[src/rtl/img_pkg.sv]
// Shared image-processing types and constants for the 3x3 convolution slice.
package img_pkg;

  localparam int unsigned DATA_W      = 8;
  localparam int unsigned COEF_W      = 8;
  localparam int unsigned KERNEL_TAPS = 9;
  localparam int unsigned ACC_W       = 21;

  typedef logic        [DATA_W-1:0] pixel_t;
  typedef logic signed [COEF_W-1:0] coef_t;

  typedef pixel_t [KERNEL_TAPS-1:0] window_t;
  typedef coef_t  [KERNEL_TAPS-1:0] kernel_t;

  typedef struct packed {
    kernel_t    coef;
    logic [3:0] shift;
  } bank_t;

  // Pass-through kernel: centre tap 1, everything else 0, no shift.
  function automatic kernel_t identity_kernel();
    kernel_t k;
    k = '0;
    k[KERNEL_TAPS/2] = coef_t'(1);
    return k;
  endfunction

  function automatic bank_t identity_bank();
    bank_t b;
    b.coef  = identity_kernel();
    b.shift = '0;
    return b;
  endfunction

endpackage

[src/rtl/conv3x3_if.sv]
// Window/coefficient/result bundle between a line buffer and conv3x3.
interface conv3x3_if;
  import img_pkg::*;

  logic       i_valid;
  window_t    i_data;
  logic       i_coef_wr;
  coef_t      i_coef;
  logic [3:0] i_shift;

  logic       o_valid;
  pixel_t     o_data;
  logic       o_coef_ready;

  modport master (
    output i_valid, i_data, i_coef_wr, i_coef, i_shift,
    input  o_valid, o_data, o_coef_ready
  );

  modport slave (
    input  i_valid, i_data, i_coef_wr, i_coef, i_shift,
    output o_valid, o_data, o_coef_ready
  );

endinterface

[src/rtl/conv3x3_row.sv]
// One kernel row: three tap products registered (S1), then their row sum (S2).
module conv3x3_row
  import img_pkg::*;
#(
  parameter int unsigned PROD_W = 17,
  parameter int unsigned SUM_W  = 19
) (
  input  logic                    clk,
  input  pixel_t [2:0]            taps_i,
  input  coef_t  [2:0]            coefs_i,
  output logic signed [SUM_W-1:0] sum_o
);

  logic signed [PROD_W-1:0] prod_d [3];
  logic signed [PROD_W-1:0] prod_q [3];
  logic signed [SUM_W-1:0]  sum_d;
  logic signed [SUM_W-1:0]  sum_q;

  // Taps are unsigned: zero-extend by one bit so the signed multiply sees them positive.
  always_comb begin
    prod_d = '{default: '0};
    for (int unsigned k = 0; k < 3; k++) begin
      prod_d[k] = PROD_W'($signed({1'b0, taps_i[k]})) * PROD_W'($signed(coefs_i[k]));
    end
    sum_d = SUM_W'(prod_q[0]) + SUM_W'(prod_q[1]) + SUM_W'(prod_q[2]);
  end

  always_ff @(posedge clk) begin
    prod_q <= prod_d;
    sum_q  <= sum_d;
  end

  assign sum_o = sum_q;

endmodule

[src/rtl/conv3x3.sv]
// 3x3 signed-kernel convolution, 4-stage pipeline with double-buffered kernel.
// Define CONV3X3_ROUND_EN to round-half-up before the shift instead of truncating.
module conv3x3
  import img_pkg::*;
#(
  parameter int unsigned DATA_W = 8,
  parameter int unsigned COEF_W = 8
) (
  input  logic     i_clk,
  input  logic     i_rst,
  conv3x3_if.slave bus
);

  localparam int unsigned PROD_W   = DATA_W + 1 + COEF_W;
  localparam int unsigned ROW_W    = PROD_W + 2;
  localparam logic [3:0]  LAST_IDX = 4'(KERNEL_TAPS - 1);
  localparam logic signed [ACC_W-1:0] PIX_MAX = ACC_W'((1 << DATA_W) - 1);

  logic [3:0] idx_q, idx_d;
  kernel_t    shadow_q, shadow_d;
  bank_t      active_q, active_d;

  logic       v1_q, v2_q, v3_q, v4_q;
  logic [3:0] shift_s1_q, shift_s2_q;

  logic signed [ROW_W-1:0] row_sum [3];
  logic signed [ACC_W-1:0] rnd;
  logic signed [ACC_W-1:0] total_d, total_q;
  pixel_t                  out_d, out_q;

  // Ninth write commits the shadow bank (including this last coefficient) atomically.
  always_comb begin
    idx_d    = idx_q;
    shadow_d = shadow_q;
    active_d = active_q;
    if (bus.i_coef_wr) begin
      shadow_d[idx_q] = bus.i_coef;
      if (idx_q == LAST_IDX) begin
        idx_d          = '0;
        active_d.coef  = shadow_d;
        active_d.shift = bus.i_shift;
      end else begin
        idx_d = idx_q + 4'd1;
      end
    end
  end

  conv3x3_row #(.PROD_W(PROD_W), .SUM_W(ROW_W)) u_row0 (
    .clk     (i_clk),
    .taps_i  (bus.i_data[2:0]),
    .coefs_i (active_q.coef[2:0]),
    .sum_o   (row_sum[0])
  );

  conv3x3_row #(.PROD_W(PROD_W), .SUM_W(ROW_W)) u_row1 (
    .clk     (i_clk),
    .taps_i  (bus.i_data[5:3]),
    .coefs_i (active_q.coef[5:3]),
    .sum_o   (row_sum[1])
  );

  conv3x3_row #(.PROD_W(PROD_W), .SUM_W(ROW_W)) u_row2 (
    .clk     (i_clk),
    .taps_i  (bus.i_data[8:6]),
    .coefs_i (active_q.coef[8:6]),
    .sum_o   (row_sum[2])
  );

  // The shift travels with the window so an in-flight window keeps its own kernel.
  always_comb begin
    rnd = '0;
`ifdef CONV3X3_ROUND_EN
    if (shift_s2_q != 4'd0) begin
      rnd = ACC_W'(1) << (shift_s2_q - 4'd1);
    end
`endif
    total_d = (ACC_W'(row_sum[0]) + ACC_W'(row_sum[1]) + ACC_W'(row_sum[2]) + rnd)
              >>> shift_s2_q;
  end

  always_comb begin
    if (total_q < 0) begin
      out_d = '0;
    end else if (total_q > PIX_MAX) begin
      out_d = '1;
    end else begin
      out_d = total_q[DATA_W-1:0];
    end
  end

  always_ff @(posedge i_clk) begin
    if (i_rst) begin
      v1_q     <= 1'b0;
      v2_q     <= 1'b0;
      v3_q     <= 1'b0;
      v4_q     <= 1'b0;
      out_q    <= '0;
      idx_q    <= '0;
      shadow_q <= identity_kernel();
      active_q <= identity_bank();
    end else begin
      v1_q     <= bus.i_valid;
      v2_q     <= v1_q;
      v3_q     <= v2_q;
      v4_q     <= v3_q;
      idx_q    <= idx_d;
      shadow_q <= shadow_d;
      active_q <= active_d;
      if (v3_q) begin
        out_q <= out_d;
      end
    end
    shift_s1_q <= active_q.shift;
    shift_s2_q <= shift_s1_q;
    total_q    <= total_d;
  end

  assign bus.o_valid      = v4_q;
  assign bus.o_data       = out_q;
  assign bus.o_coef_ready = (idx_q == '0);

endmodule
[src/flat_wrapper.sv]
// flat-port wrapper written by rule: the top's interface ports become plain ports
module conv3x3_flat import img_pkg::*;
#(
  parameter int unsigned DATA_W = 8,
  parameter int unsigned COEF_W = 8
)
  (i_clk, i_rst, bus_i_valid, bus_i_data, bus_i_coef_wr, bus_i_coef, bus_i_shift, bus_o_valid, bus_o_data, bus_o_coef_ready);
  conv3x3_if bus_i ();
  input  logic i_clk;
  input  logic i_rst;
  input wire logic [$bits(bus_i.i_valid)-1:0] bus_i_valid;
  input wire logic [$bits(bus_i.i_data)-1:0] bus_i_data;
  input wire logic [$bits(bus_i.i_coef_wr)-1:0] bus_i_coef_wr;
  input wire logic [$bits(bus_i.i_coef)-1:0] bus_i_coef;
  input wire logic [$bits(bus_i.i_shift)-1:0] bus_i_shift;
  output wire logic [$bits(bus_i.o_valid)-1:0] bus_o_valid;
  output wire logic [$bits(bus_i.o_data)-1:0] bus_o_data;
  output wire logic [$bits(bus_i.o_coef_ready)-1:0] bus_o_coef_ready;
  assign bus_i.i_valid = bus_i_valid;
  assign bus_i.i_data = bus_i_data;
  assign bus_i.i_coef_wr = bus_i_coef_wr;
  assign bus_i.i_coef = bus_i_coef;
  assign bus_i.i_shift = bus_i_shift;
  assign bus_o_valid = bus_i.o_valid;
  assign bus_o_data = bus_i.o_data;
  assign bus_o_coef_ready = bus_i.o_coef_ready;
  conv3x3 #(.DATA_W(DATA_W), .COEF_W(COEF_W)) u_core (.i_clk(i_clk), .i_rst(i_rst), .bus(bus_i));
endmodule
[config.mk]
export PLATFORM = sky130hd
export DESIGN_NAME = conv3x3_flat
export DESIGN_NICKNAME = d
export VERILOG_FILES = /design/src/rtl/img_pkg.sv /design/src/rtl/conv3x3_if.sv /design/src/rtl/conv3x3_row.sv /design/src/rtl/conv3x3.sv /design/src/flat_wrapper.sv
export SDC_FILE = /design/constraint.sdc
export NUM_CORES = 2
export LEC_CHECK = 0
export CAP_MARGIN = 30
export CORE_MARGIN = 1
export CORE_UTILIZATION = 65
export CTS_BUF_LIST = sky130_fd_sc_hd__clkbuf_2 sky130_fd_sc_hd__clkbuf_4 sky130_fd_sc_hd__clkbuf_8
export CTS_CLUSTER_DIAMETER = 40
export DETAILED_ROUTE_END_ITERATION = 10
export PLACE_DENSITY_LB_ADDON = 0.3
export SLEW_MARGIN = 15
export SYNTH_ARGS = -nofsm -noshare
export SYNTH_HDL_FRONTEND = slang
export SYNTH_SLANG_ARGS = --single-unit
[constraint.sdc]
create_clock -name i_clk -period 5.8 [get_ports i_clk]
set_clock_uncertainty 0.2 [all_clocks]
set_input_delay 1.16 -clock i_clk [delete_from_list [all_inputs] [get_ports i_clk]]
set_output_delay 1.16 -clock i_clk [all_outputs]
set_load 0.01 [all_outputs]
**Yosys cells after proc, flatten, opt, wreduce, memory -nomap -nowiden**

Cells that the tools add are included.

- Register bits: 403
- Output and inout port bits: 10

- $add $sub $neg: 9
- $mul: 9
- Magnitude comparators: 4
- Eq/ne operators: 1
- Shift operators: 1
- Muxes and demuxes: 6
- Reduce and logical (&&, ||, !) cells: 3

Operators with widths:

| operator | count |
|---|---|
| 9-bit by 8-bit multiplier with 17-bit output | 9 |
| 72-bit bitwise mux | 1 |
| 18-bit by 17-bit adder with 19-bit output | 3 |
| 17-bit by 17-bit adder with 18-bit output | 3 |
| 8-bit demux with 4-bit select | 1 |
| 8-bit 2-to-1 mux | 3 |
| 20-bit by 19-bit adder with 21-bit output | 1 |
| 21-bit by 9-bit > comparator with 1-bit output (second input constant) | 1 |
| 21-bit by 1-bit less-than comparator with 1-bit output (second input constant) | 1 |
| 21-bit by 4-bit >>> shifter with 21-bit output | 1 |
| 19-bit by 19-bit adder with 20-bit output | 1 |
| 4-bit by 5-bit less-than comparator with 1-bit output (second input constant) | 1 |
| 4-bit by 1-bit adder with 4-bit output (second input constant) | 1 |
| 4-bit equality test (second input constant) | 1 |
| 4-bit by 1-bit >= comparator with 1-bit output (second input constant) | 1 |
| 4-bit zero test | 1 |
| 4-bit 2-to-1 mux | 1 |
| 2-bit AND reduction | 1 |
| 1-bit logical AND | 1 |

**Logic depth before layout (Yosys ltp)**

- Word-level depth: 5
- Gate-level depth with buffers: 21
- Gate-level depth less buffers: 21

**Modules after synthesis**

A second synthesis with hierarchy kept.

- Cells, all modules: 4080
- Area, all modules: 36722.7 sq um

By module, submodules not included:

| module | instances | cells each | area each (sq um) |
|---|---|---|---|
| conv3x3_row (u_core.u_row2) | 1 | 1019 | 9477.8 |
| conv3x3_row (u_core.u_row1) | 1 | 1006 | 9397.8 |
| conv3x3_row (u_core.u_row0) | 1 | 1009 | 9326.4 |
| conv3x3 | 1 | 1046 | 8520.7 |

**Worst setup path after synthesis**

OpenSTA, ideal clock, no wires.

- Kind: in2reg
- Start: input bus_i_data[46]
- End: register u_core.u_row1.prod_q[15] (netlist name)
- Setup time: 0.118 ns
- Data arrival time: 4.922 ns
- Required time: 5.482 ns
- Path slack: 0.560 ns
- Stages: 16
- Buffers on the path: 0
- Path through: and2_1 -> ha_1 -> fa_1 -> inv_1 -> fa_1 -> fa_1 -> inv_1 -> ha_1 -> a21oi_1 -> nand2b_1 -> a21boi_0 -> o311a_1 -> o21a_1 -> o21a_1 -> o41a_1 -> xor2_1

RTL lines:

| item | RTL line | RTL |
|---|---|---|
| start: declaration | flat_wrapper.sv:12 | `input wire logic [$bits(bus_i.i_data)-1:0] bus_i_data;` |
| end signal: assignment | conv3x3_row.sv:29 | `prod_q <= prod_d;` |
| end: declaration | conv3x3_row.sv:15 | `logic signed [PROD_W-1:0] prod_q [3];` |

==> metrics.md <==
| Metric | Value |
|---|---|
| Detailed placement HPWL | `about 63000 microns` |
| Clk pwr share | `between 40% and 50%` |
| Routed WL per cell | `~17 microns` |
| Largest net degree at the start of global routing | `77` |
| GR Util All Layers | `a little under a third` |
| Worst EP arrival | `~6 ns` |
| Drt pass-1 iters | `6` |
| Maximum clock insertion buffer count | `3` |
| Synth Register Bits | `~400` |
| IO Count | `a little under 100` |
| Synth cell types | `just under 70` |
| Number of max-cap violations | `0` |
| Share of post-route cells with drive strength above 1 | `8.01%` |
| Core box area | `around 53000 sq um` |
| NumNets Final | `5065` |
| First-pass GRT wire length | `roughly 130000 microns` |
| Power density over cell area | `149 nW/um^2` |
| Critical Path End | `u_core.u_row0.prod_q[50]` |
| Initial antenna violation count | `2` |
| Avg Vias per Cell | `approximately 5.5` |
| Logic pwr share | `5.4%` |
| Most numerous cell in the Yosys netlist | `inv_1` |
| I/O Buffers | `97` |
| Skew-Pair Late Insertion Delay | `between 0.6 and 0.7 ns` |
| Area Overhead vs Synth | `12.7%` |
| Seq pwr share | `46.7%` |
| Worst min-delay path category | `flop to flop` |
| R2R depth | `16` |
| Final Non-Filler Cells | `between 4000 and 5000` |
| Clock Sinks | `395` |
| Worst Setup Start Kind | `input port` |
| Initial DRC Count | `1861` |
| CTS Hold Bufs | `0` |
| Seq/Total Area, Yosys | `22.5%` |
| Synth area leader | `fa_1` |
| Worst slack, placed | `-0.259 ns` |
| Final setup margin | `0.270 ns` |
| Worst slew pin tran | `~1.0 ns` |
| Total power | `5.89 mW` |
| Peak VDD IR | `about 150 uV` |
| Die height | `235 microns` |
| Post-synth EDFFs | `0` |
| Syn_nets | `approximately 4800` |
| Routed vias | `26700` |
| Max Slew Vio Count | `0` |
| Clock transition at path regs | `roughly 0.060 ns` |
| Final setup vio count | `0` |
| Asr flop ratio synth | `0%` |
| RR Endpoint | `u_core.u_row2.prod_q[15]` |
| Post-route cell area | `just under 40000 sq um` |
| Worst reg2reg startpoint | `u_core.active_q[75]` |
| Routed Antenna Nets | `0` |
| Yosys warnings | `0` |
| Mean Syn Cell Area | `about 9 sq um` |
| Synth top area share | `between 20% and 30%` |
| FF/Latch Area | `between 7000 and 8000 sq um` |
| Multi-input logic area | `around 25000 sq um` |
| Worst setup path start | `bus_i_data[3]` |
| CP Capture Type | `flop` |
| Placed cell count | `about 4700` |
| LEAKAGE | `20.2 nW` |
| Vias in the first global route | `between 20000 and 30000` |
| Hold Slack | `approximately 0.13 ns` |
| Chip Width | `about 230 microns` |
| Internal cell power | `4.50 mW` |
| Net Sw Frac | `between 20% and 30%` |
| Drt drc | `0` |
| Overflow after GRT | `0` |
| Initial Util | `66.4%` |
| Top cells by count, synth | `571 x inv_1, 492 x nand2_1, 461 x ha_1` |
| Largest cells by area after synthesis | `fa_1 23%, dfxtp_1 22%, ha_1 16%` |
| Sw power | `1.38 mW` |
| Slew headroom | `approximately a third` |
| Critical Path RT | `approximately 6.2 ns` |
| CTS tree | `yes` |
| GPL Wtd Cong | `between 0.9 and 1` |
| Clk root buf | `clkbuf_8` |
| CTS Buf Count | `67` |
| Full die area | `55000 sq um` |
| Fillers | `approximately 3700` |
| Syn Inst Count | `3843` |
| Most used DFF post-synth | `dfxtp_1` |
| Final core utilization | `74.8%` |
| Final Hold Viols | `0` |
| Critical path type | `input port to flop` |
| Min cycle time layout | `around 5.5 ns` |
| Area of placed instances | `between 30000 and 40000 sq um` |
| Setup TNS Final | `0 ns` |
| Crit share post-route | `95.3%` |
| Number of H-tree levels | `3` |
| Post-Route WL | `between 80000 and 90000 microns` |
| Outcome | `complete, no violations` |
| Row cnt | `84` |
| Unrepaired setup endpoints after global routing | `false` |
| Mapped Area | `35200 sq um` |
| R2r setup slk | `~0.91 ns` |
| Worst-path maximum fanout | `6` |
| FMAX | `roughly 0.18 GHz` |
cells in the final DEF (no fill, tap or decap), types with 10 or more instances in the layout:
master           instances
inv_1                  571
nand2_1                492
ha_1                   461
fa_1                   407
dfxtp_1                395
and2_1                 374
a21oi_1                231
nor2_1                 177
buf_4                  173
xnor2_1                120
clkdlybuf4s50_1         95
clkbuf_8                78
o21ai_0                 52
nor3_1                  50
nand2b_1                42
nand3_1                 38
nor2b_1                 37
a21o_1                  35
xor2_1                  30
o21a_1                  26
mux2i_1                 26
a21boi_0                18
or2_2                   14
a211oi_1                13
a31oi_1                 10
or3_1                   10
clkinv_2                10
clkbuf_4                10
power by group through the flow:
stage	combinational, mW	clock (mW)	sequential [mW]
final	0.316	2.82	2.75
after floorplan	0.0968	0	2.80
after detailed placement	0.307	0	2.81
after CTS	0.310	2.85	2.75
after global routing	0.338	2.98	2.75
after global placement	0.300	0	2.81
flip-flops by register name, indices dropped and copies added, names as in the netlist, 4 cells and up:
name                  count
u_core.u_row1.prod_q     51
u_core.shadow_q          64
u_core.u_row2.prod_q     51
u_core.idx_q              4
u_core.u_row0.prod_q     51
u_core.bus.o_data         8
u_core.shift_s1_q         4
u_core.shift_s2_q         4
u_core.u_row0.sum_o      19
u_core.u_row2.sum_o      19
u_core.u_row1.sum_o      19
u_core.active_q          76
u_core.total_q           21
area by class of cell:
type                       instances  share of cell area, %
multi-input combinational       2797                   62.7
sequential                       395                   20.0
timing repair buffer             275                   5.94
inverter                         573                   5.43
clock buffer                      88                   2.90
tap                              688                   2.17
clock inverter                    28                  0.910
antenna                            3                 0.0190
what timing repair did:
action,4_1_cts,5_1_grt
gates resized for setup,0,2
hold endpoints to repair,0,0
setup buffers,0,0
setup endpoints to repair,0,3
worst max-delay path, cell delays in order:
cell	delay [ns]
clkdlybuf4s50_1	0.64
nand2_1	0.13
fa_1	0.42
inv_1	0.07
fa_1	0.41
inv_1	0.09
fa_1	0.40
fa_1	0.49
inv_1	0.04
ha_1	0.30
nor2b_1	0.16
o21ai_0	0.24
a21boi_0	0.19
o21ai_0	0.28
a21oi_1	0.15
nand4_1	0.11
nand3_1	0.10
o41ai_1	0.34
xnor2_1	0.16
worst min-delay path by stage:
stage,startpoint,end,slack (ns),cells past startpoint
detailed placement,u_core.shift_s1_q[0],u_core.shift_s2_q[0],0.12,0
CTS,u_core.shift_s1_q[0],u_core.shift_s2_q[0],0.13,0
global placement,u_core.shift_s1_q[0],u_core.shift_s2_q[0],0.11,0
floorplan,u_core.shift_s1_q[0],u_core.shift_s2_q[0],0.11,0
finish,u_core.shift_s1_q[2],u_core.shift_s2_q[2],0.13,0
global route,u_core.shift_s1_q[1],u_core.shift_s2_q[1],0.14,0
layer usage:
metal	up-vias	track usage, %	wire length (microns)
met2	790	50.8	38200
met3	155	5.56	5120
met1	12900	39.8	34600
met5	-	0	17
li1	12800	-	-
met4	2	9.76	2050
logic make-up (layout without fill, tap and decap cells):
family / after synthesis / after routing / share of synthesized area (%)
AOI/OAI and AO/OA: 470 / 470 / 8.30
xor gates and xnor gates: 150 / 150 / 3.74
adders and majority gates: 868 / 868 / 39.6
buffers and inverters: 651 / 964 / 6.95
DFF: 395 / 395 / 22.5
muxes: 38 / 38 / 1.32
other: 0 / 3 / 0
and+or+nand+nor: 1271 / 1271 / 17.6
Power figures use the tool's default switching activity.
